**config.mk**
```make
export PLATFORM = sky130hd
export DESIGN_NAME = prog1_top_level
export DESIGN_NICKNAME = d
export VERILOG_FILES = /design/src/rtl/prog1_pkg.sv /design/src/rtl/prog1_top_level_data_mem.sv /design/src/rtl/prog1_top_level.sv
export SDC_FILE = /design/constraint.sdc
export NUM_CORES = 1
export LEC_CHECK = 0
export CORE_AREA = 2 2 39 41
export DETAILED_ROUTE_END_ITERATION = 10
export DIE_AREA = 0 0 41 43
export PLACE_DENSITY = 0.71
export SLEW_MARGIN = 20
export SYNTH_ARGS = -nofsm -noshare
export SYNTH_HDL_FRONTEND = slang
export SYNTH_SLANG_ARGS = --single-unit
```
**constraint.sdc**
```tcl
create_clock -name clk -period 1.8 [get_ports clk]
set_input_delay 0.36 -clock clk [delete_from_list [all_inputs] [get_ports clk]]
set_output_delay 0.36 -clock clk [all_outputs]
set_load 0.01 [all_outputs]
```
**src/rtl/prog1_pkg.sv**
```systemverilog
// prog1_pkg: FSM states, default sizing and the SECDED encoder shared by the program-1 engine.
package prog1_pkg;
    typedef enum logic [2:0] {IDLE, LD_HI, LD_LO, WR_HI, WR_LO, DONE} state_t;
    localparam int NUM_MSGS  = 15;
    localparam int SRC_BASE  = 0;
    localparam int DST_BASE  = 30;
    localparam int MEM_DEPTH = 256;
    function automatic logic [15:0] hamming_encode(input logic [11:1] d);
        logic p8, p4, p2, p1, p0;
        p8 = ^d[11:5];
        p4 = ^{d[11:8], d[4:2]};
        p2 = d[11] ^ d[10] ^ d[7] ^ d[6] ^ d[4] ^ d[3] ^ d[1];
        p1 = d[11] ^ d[9] ^ d[7] ^ d[5] ^ d[4] ^ d[2] ^ d[1];
        p0 = (^d) ^ p8 ^ p4 ^ p2 ^ p1;
        return {d[11:5], p8, d[4:2], p4, d[1], p2, p1, p0};
    endfunction
endpackage

```
**src/rtl/prog1_top_level_data_mem.sv**
```systemverilog
// data_mem: byte-wide data memory, combinational read, synchronous single-port write, never cleared.
module data_mem #(
    parameter int MEM_DEPTH = 256,
    parameter int AW        = $clog2(MEM_DEPTH)
) (
    input  logic          clk,
    input  logic          we,
    input  logic [AW-1:0] wr_addr,
    input  logic [7:0]    wr_data,
    input  logic [AW-1:0] rd_addr,
    output logic [7:0]    rd_data
);
    logic [7:0] core [MEM_DEPTH];
    always_ff @(posedge clk) begin
        if (we) core[wr_addr] <= wr_data;
    end
    assign rd_data = core[rd_addr];
endmodule

```
**src/rtl/prog1_top_level.sv**
```systemverilog
// prog1_top_level: encodes packed 11-bit messages into SECDED codewords in data memory.
// Define PROG1_TRACE_EN for a simulation-only per-message trace print.
module prog1_top_level #(
    parameter int NUM_MSGS  = prog1_pkg::NUM_MSGS,
    parameter int DST_BASE  = prog1_pkg::DST_BASE,
    parameter int MEM_DEPTH = prog1_pkg::MEM_DEPTH
) (
    input  logic clk,
    input  logic reset,
    input  logic req,
    output logic done
);
    import prog1_pkg::*;
    localparam int AW = $clog2(MEM_DEPTH);

    state_t        state_q, state_d;
    logic [7:0]    i_q, i_d;
    logic [2:0]    hi_q, hi_d;
    logic [7:0]    lo_q, lo_d;
    logic [15:0]   code;
    logic          we;
    logic [AW-1:0] wr_addr, rd_addr;
    logic [7:0]    wr_data, rd_data;

    data_mem #(.MEM_DEPTH(MEM_DEPTH)) dm1 (
        .clk(clk), .we(we), .wr_addr(wr_addr), .wr_data(wr_data),
        .rd_addr(rd_addr), .rd_data(rd_data)
    );

    always_comb begin
        state_d = state_q;
        i_d     = i_q;
        hi_d    = hi_q;
        lo_d    = lo_q;
        code    = hamming_encode({hi_q, lo_q});
        rd_addr = AW'(SRC_BASE + 2 * int'(i_q) + ((state_q == LD_HI) ? 1 : 0));
        we      = (state_q == WR_HI) || (state_q == WR_LO);
        wr_addr = AW'(DST_BASE + 2 * int'(i_q) + ((state_q == WR_HI) ? 1 : 0));
        wr_data = (state_q == WR_HI) ? code[15:8] : code[7:0];
        case (state_q)
            IDLE, DONE: begin
                if (req) begin
                    state_d = LD_HI;
                    i_d     = '0;
                end
            end
            LD_HI: begin
                hi_d    = rd_data[2:0];
                state_d = LD_LO;
            end
            LD_LO: begin
                lo_d    = rd_data;
                state_d = WR_HI;
            end
            WR_HI: state_d = WR_LO;
            WR_LO: begin
                if (i_q == 8'(NUM_MSGS - 1)) state_d = DONE;
                else begin
                    i_d     = i_q + 8'd1;
                    state_d = LD_HI;
                end
            end
            default: state_d = IDLE;
        endcase
    end

    always_ff @(posedge clk or negedge reset) begin
        if (!reset) begin
            state_q <= IDLE;
            i_q     <= '0;
            hi_q    <= '0;
            lo_q    <= '0;
        end else begin
            state_q <= state_d;
            i_q     <= i_d;
            hi_q    <= hi_d;
            lo_q    <= lo_d;
        end
    end

    assign done = (state_q == DONE);

`ifdef PROG1_TRACE_EN
    always @(posedge clk) begin
        if (state_q == WR_LO) $display("prog1 msg %0d data %b code %b", i_q, {hi_q, lo_q}, code);
    end
`else
`endif
endmodule

```
==> flow_metrics.py <==
metrics = {
    "route": {
        "drt-total-wl_um": 1340,
        "drt.antenna.violating_nets": 0,
        "wl_per_cell_um": 14.2,
        "drc": 0,
        "first_pass_iters": 4,
        "avgViaCountPerCell": 6.30,
        "drt_iter0_drc": 16,
        "vias": 592,
    },
    "yosys": {
        "yosysUniqueCellTypes": 37,
        "syn_inst": 71,
        "synth_top_area_cell": "dfrtp_1",
        "yosys.area.top_type_share_pct": 40.0,
        "synth_fp_nets": 76,
        "yosysSeqAreaShare_pct": 40.0,
        "synth_edf_count": 0,
        "ys_seq_elements": 11,
        "yosysMostFrequentCell": "dfrtp_1",
        "syn-cell-area_um2": 688,
        "ys_top_cells_by_count": "11 x dfrtp_1, 5 x inv_1, 4 x nand2_1, 4 x nor2_1",
        "async_reset_ff_share_pct": 100,
        "syn_avg_cell_area_um2": 9.69,
        "synth_warnings": 0,
        "synthFlopType": "dfrtp_1",
        "yosys-top-cells-area": "dfrtp_1 40%, ha_1 3.6%, a211oi_1 3.3%, inv_1 2.7%, nand2b_1 2.7%",
    },
    "sta": {
        "slew_viol_final": 0,
        "finalHoldViolCount": 0,
        "finClkSkew_ps": 2.86,
        "worst_pin_slew_ps": 501,
        "final-setup-viol-count": 0,
        "relSlewSlack_pct": 66.5,
        "max_freq_ghz": 0.616,
        "min_period_ps": 1620,
        "rsz0062_at_grt": "false",
        "timing.final.crit_share_pct": 90.2,
        "finalSetupTns_ps": 0,
        "fin_ws_ps": 176,
    },
    "pwr": {
        "p_leak_uw": 0.000312,
        "ir_worst_vdd_uv": 845,
        "p_per_area_nw_per_um2": 1290,
    },
    "critical_path": {
        "cp-start-kind": "flop",
        "cp_slowest_cell": "dfrtp_2",
        "cp_data_required_time_ps": 1440,
        "crit_arrival_ps": 1260,
        "rrSetupSlack_ps": 210,
        "crit_type": "reg -> out",
        "crit_path_end_kind": "primary output",
        "path_max_fanout": 7,
        "cp_cell_sequence": "nand2b_1 > nor2_1 > dlygate4sd2_1",
        "worst-path-buf-inv": 1,
        "max_stage_delay_ps": 450,
        "critPathTopFamily": "flip-flops",
    },
    "clock_tree": {
        "clk_latency_ps": 270,
        "cts_tree": "done",
        "clk_pin_slew_ps": 70,
        "htreeDepth": 1,
        "root_buffer": "clkbuf_4",
        "cts_sinks": 11,
        "holdBufCountCts": 0,
        "clock_path_buffers": 2,
        "numCtsBuffers": 3,
    },
    "global_route": {
        "antenna_found_initial": 0,
        "grt_usage_pct": 20.3,
        "grt_max_degree": 12,
        "grt_pass1_wl_um": 2360,
        "grt-ovfl-total": 0,
        "grt_pass1_vias": 539,
    },
    "floorplan": {
        "die_area_um2": 1760,
        "coreArea_um2": 1380,
        "pin_count": 4,
        "initial_core_util_pct": 49.7,
        "die_h_um": 43,
        "rows": 14,
        "die_w_um": 41,
    },
    "finish": {
        "final_nets": 84,
        "syn_to_final_growth_pct": 11.1,
        "drive_above_1_share_pct": 16.7,
        "antenna_cells": 0,
    },
    "placement": {
        "place_congestion": 0.788,
        "dp_hpwl_um": 965,
        "portBuffers": 3,
        "pre_cts_ws_ps": 47.6,
    },
    "run": {
        "cap_violations": 0,
    },
    "outcome": {
        "status": "finished, final reports clean",
    },
    "worst_hold_path": {
        "hold_path.class": "in -> async",
    },
}
## power by group
part	internal, uW	switching [uW]	leakage (uW)	total (uW)
Combinational	192	210	0.000151	403
Clock	86.1	85.2	0.0000150	171
Sequential	317	98.1	0.000146	415
Total	596	394	0.000312	989
## layer usage
| metal | wire length (um) | track usage, % | vias to the layer above |
|---|---|---|---|
| met5 | 0 | 0 | - |
| met4 | 39 | 12.0 | 0 |
| met3 | 70 | 3.14 | 5 |
| met2 | 605 | 26.9 | 14 |
| met1 | 623 | 30.1 | 284 |
| li1 | - | - | 289 |
## per-stage QoR
step	instances	hold WS [ps]	power (uW)	instance area [um^2]	util [%]
6_report	94	417	989	764	55.2
2_1_floorplan	71	64.4	731	688	-
5_1_grt	94	467	1080	764	55.2
3_5_place_dp	90	490	817	738	53.3
3_3_place_gp	90	485	814	738	53.3
4_1_cts	94	439	992	764	55.2
## area by class of cell
type	instances	area [um^2]
clock buffer	4	26.3
fill	123	619
inverter	5	18.8
multi-input combinational	52	372
sequential	11	277
tap	16	20.0
timing repair buffer	6	51.3
## flip-flops by register name (all words and copies together), names as in the netlist
register	count
state_q	3
i_q	8
## cell usage in the layout, fill, tap and decap left out, types with 2 or more instances in the layout
cell type        Yosys  final
nand3_1              3      3
nor2_1               4      4
nand2b_1             3      3
o221ai_1             2      2
dfrtp_1             11     10
clkdlybuf4s50_1      0      2
nand4_1              2      2
ha_1                 2      2
o31ai_1              2      2
a211oi_1             3      3
a21oi_1              3      3
a41oi_1              2      2
buf_4                1      3
inv_1                5      5
clkbuf_4             0      3
o211ai_1             2      2
nand2_1              4      4
## logic make-up (layout without fill, tap and decap cells)
kind of cell | after synthesis | after routing | synth area share, %
flops | 11 | 11 | 40.0
compound gates | 24 | 24 | 26.5
xor+xnor | 1 | 1 | 1.27
simple gates | 25 | 25 | 22.5
fa+ha+maj | 2 | 2 | 3.64
buf+inv | 8 | 15 | 6.00
## repair_timing
action | CTS | global route
endpoints found under the setup margin | 1 | 0
gates resized for setup | 2 | 0
buffers inserted | 0 | 0
## path summary, 6_finish.rpt
path,from,to,cells after the start
min in group clk,i_q[7],i_q[7],1
min reg2reg,i_q[7],i_q[7],1
max,state_q[1],done,3
max reg2reg,state_q[2],i_q[6],3
min,reset,state_q[2],1
max in group asynchronous,reset,state_q[1],1
(Power assumes the default switching activity.)
